===== src/rtl/hs_pkg.sv =====
// Shared definitions for the req/data/ack handshake: default widths and the
// responder FSM state encoding, used by the initiator, the responder and their benches.
package hs_pkg;

  localparam int DW_DEF    = 32;
  localparam int DEPTH_DEF = 4;
  localparam int CW_DEF    = 8;

  typedef enum logic [1:0] {
    IDLE     = 2'd0,
    ACK      = 2'd1,
    WAIT_LOW = 2'd2
  } hs_state_e;

endpackage


===== src/rtl/hs_responder_if.sv =====
// Bundle of the handshake, downstream stream and error-status signals.
// The master side is the initiator plus downstream sink; the slave side is the responder.
interface hs_responder_if #(
  parameter int DW    = 32,
  parameter int DEPTH = 4,
  parameter int CW    = 8
) ();

  localparam int LW = $clog2(DEPTH) + 1;

  logic          req;
  logic [DW-1:0] data;
  logic          ack;
  logic          out_valid;
  logic [DW-1:0] out_data;
  logic          out_ready;
  logic [LW-1:0] level;
  logic          seq_err;
  logic [CW-1:0] err_count;
  logic          err_clr;

  modport master (
    output req, data, out_ready, err_clr,
    input  ack, out_valid, out_data, level, seq_err, err_count
  );

  modport slave (
    input  req, data, out_ready, err_clr,
    output ack, out_valid, out_data, level, seq_err, err_count
  );

endinterface


===== src/rtl/hs_sync_fifo.sv =====
// Small synchronous FIFO with show-ahead head output and extra-bit wrap pointers.
// Push and pop on the same edge are legal even when full.
module hs_sync_fifo #(
  parameter int DW    = 32,
  parameter int DEPTH = 4
) (
  input  logic                     clk,
  input  logic                     rst_n,
  input  logic                     push_i,
  input  logic [DW-1:0]            push_data_i,
  input  logic                     pop_i,
  output logic                     full_o,
  output logic                     empty_o,
  output logic [$clog2(DEPTH):0]   level_o,
  output logic [DW-1:0]            head_o
);

  localparam int AW = $clog2(DEPTH);

  logic [DW-1:0] mem [DEPTH];
  logic [AW:0]   wr_ptr_q, wr_ptr_d;
  logic [AW:0]   rd_ptr_q, rd_ptr_d;

  assign wr_ptr_d = wr_ptr_q + {{AW{1'b0}}, push_i};
  assign rd_ptr_d = rd_ptr_q + {{AW{1'b0}}, pop_i};

  always_ff @(posedge clk or negedge rst_n) begin
    if (!rst_n) begin
      wr_ptr_q <= '0;
      rd_ptr_q <= '0;
    end else begin
      wr_ptr_q <= wr_ptr_d;
      rd_ptr_q <= rd_ptr_d;
    end
  end

  // Storage carries no reset; emptiness is tracked by the pointers alone.
  always_ff @(posedge clk) begin
    if (push_i) begin
      mem[wr_ptr_q[AW-1:0]] <= push_data_i;
    end
  end

  assign level_o = wr_ptr_q - rd_ptr_q;
  assign full_o  = (level_o == (AW+1)'(DEPTH));
  assign empty_o = (level_o == '0);
  // Gate the head so stale storage is never visible while empty.
  assign head_o  = empty_o ? '0 : mem[rd_ptr_q[AW-1:0]];

endmodule


===== src/rtl/hs_responder.sv =====
// Responder end of the req/data/ack handshake: captures words into a FIFO,
// acknowledges each with a one-cycle pulse and checks the words count up by one.
module hs_responder
  import hs_pkg::*;
#(
  parameter int DW    = DW_DEF,
  parameter int DEPTH = DEPTH_DEF,
  parameter int CW    = CW_DEF
) (
  input  logic        clk,
  input  logic        rst_n,
  hs_responder_if.slave bus
);

  localparam int LW = $clog2(DEPTH) + 1;

  logic          fifo_full;
  logic          fifo_empty;
  logic [LW-1:0] fifo_level;
  logic [DW-1:0] fifo_head;
  logic          push;
  logic          pop;

  hs_state_e     state_q;
  logic          ack_q;
  logic [DW-1:0] exp_q, exp_d;
  logic          exp_valid_q, exp_valid_d;
  logic          seq_err_q, seq_err_d;
  logic [CW-1:0] err_cnt_q, err_cnt_d;
  logic [CW-1:0] err_cnt_base;
  logic          mismatch;

  assign pop  = !fifo_empty && bus.out_ready;
  // A full FIFO may still accept when the head leaves on the same edge.
  assign push = (state_q == IDLE) && bus.req && (!fifo_full || pop);

  hs_sync_fifo #(
    .DW    (DW),
    .DEPTH (DEPTH)
  ) u_fifo (
    .clk         (clk),
    .rst_n       (rst_n),
    .push_i      (push),
    .push_data_i (bus.data),
    .pop_i       (pop),
    .full_o      (fifo_full),
    .empty_o     (fifo_empty),
    .level_o     (fifo_level),
    .head_o      (fifo_head)
  );

  always_ff @(posedge clk or negedge rst_n) begin
    if (!rst_n) begin
      state_q <= IDLE;
      ack_q   <= 1'b0;
    end else begin
      case (state_q)
        IDLE: begin
          ack_q <= push;
          if (push) state_q <= ACK;
        end
        ACK: begin
          ack_q   <= 1'b0;
          state_q <= WAIT_LOW;
        end
        WAIT_LOW: begin
          ack_q <= 1'b0;
          if (!bus.req) state_q <= IDLE;
        end
        default: begin
          ack_q   <= 1'b0;
          state_q <= IDLE;
        end
      endcase
    end
  end

  // Clear is applied first so a mismatch on the same edge counts from zero.
  always_comb begin
    mismatch     = push && exp_valid_q && (bus.data != exp_q);
    err_cnt_base = bus.err_clr ? '0 : err_cnt_q;
    err_cnt_d    = err_cnt_base;
    seq_err_d    = seq_err_q && !bus.err_clr;
    exp_d        = exp_q;
    exp_valid_d  = exp_valid_q;
    if (mismatch) begin
      seq_err_d = 1'b1;
      if (err_cnt_base != '1) err_cnt_d = err_cnt_base + {{(CW-1){1'b0}}, 1'b1};
    end
    if (push) begin
      exp_d       = bus.data + {{(DW-1){1'b0}}, 1'b1};
      exp_valid_d = 1'b1;
    end
  end

  always_ff @(posedge clk or negedge rst_n) begin
    if (!rst_n) begin
      exp_q       <= '0;
      exp_valid_q <= 1'b0;
      seq_err_q   <= 1'b0;
      err_cnt_q   <= '0;
    end else begin
      exp_q       <= exp_d;
      exp_valid_q <= exp_valid_d;
      seq_err_q   <= seq_err_d;
      err_cnt_q   <= err_cnt_d;
    end
  end

  assign bus.ack       = ack_q;
  assign bus.out_valid = !fifo_empty;
  assign bus.out_data  = fifo_head;
  assign bus.level     = fifo_level;
  assign bus.seq_err   = seq_err_q;
  assign bus.err_count = err_cnt_q;

endmodule


===== src/flat_wrapper.sv =====
// flat-port wrapper written by rule: the top's interface ports become plain ports
module hs_responder_flat import hs_pkg::*;
#(
  parameter int DW    = DW_DEF,
  parameter int DEPTH = DEPTH_DEF,
  parameter int CW    = CW_DEF
)
  (clk, rst_n, bus_req, bus_data, bus_out_ready, bus_err_clr, bus_ack, bus_out_valid, bus_out_data, bus_level, bus_seq_err, bus_err_count);
  hs_responder_if #(.DW(DW), .DEPTH(DEPTH), .CW(CW)) bus_i ();
  input  logic clk;
  input  logic rst_n;
  input wire logic [$bits(bus_i.req)-1:0] bus_req;
  input wire logic [$bits(bus_i.data)-1:0] bus_data;
  input wire logic [$bits(bus_i.out_ready)-1:0] bus_out_ready;
  input wire logic [$bits(bus_i.err_clr)-1:0] bus_err_clr;
  output wire logic [$bits(bus_i.ack)-1:0] bus_ack;
  output wire logic [$bits(bus_i.out_valid)-1:0] bus_out_valid;
  output wire logic [$bits(bus_i.out_data)-1:0] bus_out_data;
  output wire logic [$bits(bus_i.level)-1:0] bus_level;
  output wire logic [$bits(bus_i.seq_err)-1:0] bus_seq_err;
  output wire logic [$bits(bus_i.err_count)-1:0] bus_err_count;
  assign bus_i.req = bus_req;
  assign bus_i.data = bus_data;
  assign bus_i.out_ready = bus_out_ready;
  assign bus_i.err_clr = bus_err_clr;
  assign bus_ack = bus_i.ack;
  assign bus_out_valid = bus_i.out_valid;
  assign bus_out_data = bus_i.out_data;
  assign bus_level = bus_i.level;
  assign bus_seq_err = bus_i.seq_err;
  assign bus_err_count = bus_i.err_count;
  hs_responder #(.DW(DW), .DEPTH(DEPTH), .CW(CW)) u_core (.clk(clk), .rst_n(rst_n), .bus(bus_i));
endmodule

===== config.mk =====
export PLATFORM = sky130hd
export DESIGN_NAME = hs_responder_flat
export DESIGN_NICKNAME = d
export VERILOG_FILES = /design/src/rtl/hs_pkg.sv /design/src/rtl/hs_responder_if.sv /design/src/rtl/hs_sync_fifo.sv /design/src/rtl/hs_responder.sv /design/src/flat_wrapper.sv
export SDC_FILE = /design/constraint.sdc
export NUM_CORES = 1
export LEC_CHECK = 0
export CORE_ASPECT_RATIO = 1.5
export CORE_UTILIZATION = 37
export CTS_CLUSTER_DIAMETER = 100
export DETAILED_ROUTE_END_ITERATION = 10
export GPL_TIMING_DRIVEN = 0
export MAX_ROUTING_LAYER = met4
export PLACE_DENSITY = 0.53
export SYNTH_ARGS = -nofsm -noshare
export SYNTH_HDL_FRONTEND = slang
export SYNTH_SLANG_ARGS = --single-unit

===== constraint.sdc =====
create_clock -name clk -period 10.1 [get_ports clk]
set_input_delay 1.01 -clock clk [delete_from_list [all_inputs] [get_ports clk]]
set_output_delay 1.01 -clock clk [all_outputs]
set_load 0.02 [all_outputs]

==> results by stage <==
Status:
- The run finished with clean final reports.

Routing:
- The first routing iteration left 193 violations.
- In this run the remaining antenna-violating nets after routing total 0.
- The routed via count is about 4,600.
- The first-pass iteration count of the detailed router is 4.
- Dividing the detail-routed via count by the number of cells gives approximately 5.
- In the routed design, unresolved DRC markers number 0.
- The total routed wirelength is about 17 mm.
- The average wire per cell in the routed design is between 15 and 20 microns.

GRT:
- The largest net degree at the start of global routing is 35.
- The global-route wire length before repair is approximately 27 mm.
- The leftover overflow at the end of global routing is 0.
- The via count of the first global-routing pass is 4,856.
- Across every metal layer, demand over resource in global routing totals 17.49%.
- The number of antenna violations at the first check in global routing came to 0.

Critical path:
- The cell seen most often among critical-path stages is sky130_fd_sc_hd__inv_1.
- The signal on the critical path passes through inv_1 > ha_1 > fa_1 > xnor2_1 > xor2_1 > inv_1 > nor2_1 > clkbuf_1 > and2b_1 > clkdlybuf4s50_1.
- The critical path start-end classification is flop to output pin.
- The critical path's slowest cell is sky130_fd_sc_hd__clkbuf_1.
- The required time at the endpoint of the critical path is 9090 ps.
- The number of buffer and inverter stages on the critical path is 4.
- The element type at the critical path start is a flop.
- The top cell family by delay on the critical path is buffers and inverters.
- Of all nets on the critical path, the largest fanout is 10.
- Data arrives at the worst endpoint at 4010 ps.
- The worst setup path is captured at an output pin.
- In this design, the stage delay of the slowest critical-path cell is about 570 ps.

Finish:
- The number of diodes added for antenna fixing is 0.
- The layout overhead on the synthesized area is 24.55%.
- The final layout net count is between 600 and 700.
- Of the cells placed in the final design, the portion with a size suffix greater than 1 is a little over an eighth.
- The filler cells instantiated in the layout total around 1,900.

Synth:
- Synthesis inferred roughly 180 register bits.
- The largest area contributor in the netlist is sky130_fd_sc_hd__edfxtp_1.
- The count of warnings emitted by yosys is 0.
- The share of the synthesized area in the top cell type is between 40 and 50%.
- The fraction of synthesis flops using an asynchronous set or reset pin is around 28%.
- The count of flip-flops with a built-in enable after synthesis is 128.
- Sorting the synthesized cells by area gives the leading types as sky130_fd_sc_hd__edfxtp_1 (49%), sky130_fd_sc_hd__dfrtp_1 (16%), sky130_fd_sc_hd__mux4_2 (9.2%), sky130_fd_sc_hd__xnor2_1 (5.2%), sky130_fd_sc_hd__nand2_1 (2.8%).
- The main flop type after synthesis is sky130_fd_sc_hd__edfxtp_1.
- The total nets after synthesis is ~570.
- Synthesis instantiated 34 different standard cells from the library.
- The sequential share of the synthesized area is 65.69%.
- The count of mapped cells out of synthesis is ~520.
- The netlist area before placement is 7794 sq um.
- The average instance area after synthesis is 14.90 sq um.

Power:
- The static leakage is between 3 and 4 nW.
- VDD sags by at most about 0.16 mV.
- The post-layout total power is about 3.1 mW.
- The total power per unit cell area is 317.5 nW/um^2.

Floorplanning:
- The horizontal extent of the die is ~120 microns.
- The die footprint is approximately 22,000 sq um.
- The height of the chip is approximately 180 microns.
- The total area inside the core boundary comes to slightly above 20,000 sq um.
- For this configuration, the core starts out at a cell density of between 30% and 40%.
- The floorplan has 64 rows.
- For this design the top-level I/O count stands at 83.

Clock tree:
- TritonCTS created 17 clock buffers.
- The source-to-sink clock delay at the later pin of the worst-skew pair is between 400 and 500 ps.
- Clock-pin slew was measured on the worst setup and hold paths at around 60 ps.
- The clock tree synthesis step divided the H-tree into 4 levels.
- Post-CTS repair changed the size of 0 cells.
- The clock root buffer is sky130_fd_sc_hd__clkbuf_16.
- Counting every sink on the clock net gives roughly 180.
- The maximum clock path buffer count is 2.
- The hold buffer count at CTS is 0.
- The CTS tree is yes.
- The total setup buffers inserted after CTS is 0.

Timing:
- The transition time at the pin with the least slew margin is slightly above 700 ps.
- The final setup violation count is 0.
- Derived from the worst setup path, the maximum achievable clock frequency is 199.4 MHz.
- Setup total negative slack on the finished layout was measured at 0 ps.
- Clock skew on the completed layout was measured at ~10 ps.
- Setup repair after global routing left no endpoint under its margin.
- The minimum clock period is 5016 ps.
- The tightest slew margin relative to the limit is 52.20%.
- The number of pins with negative max-slew slack in the final report is 0.
- Dividing the final minimum period by the clock period gives around 50%.
- The count of endpoints failing hold in the final timing report is 0.

Placement:
- Once detailed placement completed, the half-perimeter wirelength came to roughly 12 mm.
- The final weighted congestion of routability-driven global placement is between 0.8 and 0.9.
- The count of port buffers added during placement is 82.

Worst hold path:
- The path type of the worst min-delay path is flop to flop.

Run:
- The max-cap check violation count is 0.
-- worst paths after layout --
path	from	end	slack [ps]	cells past startpoint
worst max-delay path	u_core.u_fifo.wr_ptr_q[0]	bus_out_data[26]	5080	10
worst min-delay path	u_core.u_fifo.rd_ptr_q[2]	u_core.u_fifo.rd_ptr_q[2]	490	1
worst max register to register	u_core.u_fifo.wr_ptr_q[0]	u_core.u_fifo.rd_ptr_q[2]	6580	12
worst min register to register	u_core.u_fifo.rd_ptr_q[2]	u_core.u_fifo.rd_ptr_q[2]	490	1
max in group asynchronous	rst_n	u_core.exp_q[1]	9000	2
min in group asynchronous	rst_n	u_core.bus.err_count[3]	530	1
-- report_power, final --
| group | internal (mW) | switching (mW) | total, mW |
|---|---|---|---|
| registers | 0.975 | 0.0820 | 1.06 |
| logic | 0.650 | 0.737 | 1.39 |
| clock network | 0.370 | 0.268 | 0.637 |
| total | 1.99 | 1.09 | 3.08 |
-- Yosys cell counts (2+ instances only) --
library cell                 n
sky130_fd_sc_hd__buf_2       3
sky130_fd_sc_hd__ha_1        7
sky130_fd_sc_hd__nand2_1    59
sky130_fd_sc_hd__nand3_1    12
sky130_fd_sc_hd__xnor2_1    46
sky130_fd_sc_hd__inv_1      12
sky130_fd_sc_hd__xor2_1     23
sky130_fd_sc_hd__dfrtp_1    51
sky130_fd_sc_hd__nor2b_1    26
sky130_fd_sc_hd__nor2_1     12
sky130_fd_sc_hd__mux4_2     32
sky130_fd_sc_hd__mux2i_1     2
sky130_fd_sc_hd__clkbuf_1   14
sky130_fd_sc_hd__nand4_1    18
sky130_fd_sc_hd__and3_1     12
sky130_fd_sc_hd__nor3_1      6
sky130_fd_sc_hd__o21ai_0    32
sky130_fd_sc_hd__and2b_1    12
sky130_fd_sc_hd__nor4_1      2
sky130_fd_sc_hd__edfxtp_1  128
-- routing by layer --
metal / vias up / part of all wire (%) / GRT usage, %
met1: 2329 / 40 / 19.55
met2: 84 / 55 / 30.90
met4: 0 / 1.5 / 5.630
met5: - / 0 / -
li1: 2152 / - / -
met3: 19 / 3.1 / 3.553
-- registers in the layout, indices dropped and copies added (netlist names) --
signal / count
u_core.bus.err_count: 8
u_core.u_fifo.wr_ptr_q: 3
u_core.bus.seq_err: 1
u_core.bus.ack: 1
u_core.state_q: 2
u_core.u_fifo.mem: 128
u_core.exp_q: 32
u_core.u_fifo.rd_ptr_q: 3
u_core.exp_valid_q: 1
-- cells by family after synthesis --
kind of cell    share of synthesized area, %
mux                                    9.697
simple gates                           11.00
fa+ha+maj                              1.381
xor+xnor                               7.754
compound gates                         3.034
buf+inv                                1.445
flops                                  65.69
-- through the flow --
stage               setup slack (ps)  instance area [sq um]  hold slack, ps  std cells  util, %
global placement                2913                   8945           472.6        869    43.63
global route                    4789                   9707           495.7        916    47.35
CTS                             4949                   9707           489.6        916    47.35
finish                          5084                   9707           485.9        916    47.35
floorplan                       5604                   7794           447.1        523        -
detailed placement              5438                   9141           476.9        884    44.59
-- cell type report --
cell class / instances / area, sq um / share of cell area, %
sequential: 179 / 5120 / 52.75
multi-input combinational: 315 / 2581 / 26.59
timing repair buffer: 97 / 997.2 / 10.27
clock buffer: 23 / 457.9 / 4.718
tap: 264 / 330.3 / 3.403
clock inverter: 9 / 107.6 / 1.109
buffer: 17 / 67.56 / 0.6961
inverter: 12 / 45.04 / 0.4640
-- layout by cell type, fill, tap and decap left out, drive strengths merged, types with 23 or more instances in the layout --
cell type / count
xor2: 23
nor2b: 26
dfrtp: 51
xnor2: 46
mux4: 32
edfxtp: 128
o21ai: 32
clkdlybuf4s50: 81
nand2: 60
clkbuf: 37
No activity file was read; power rests on OpenSTA's default activity.
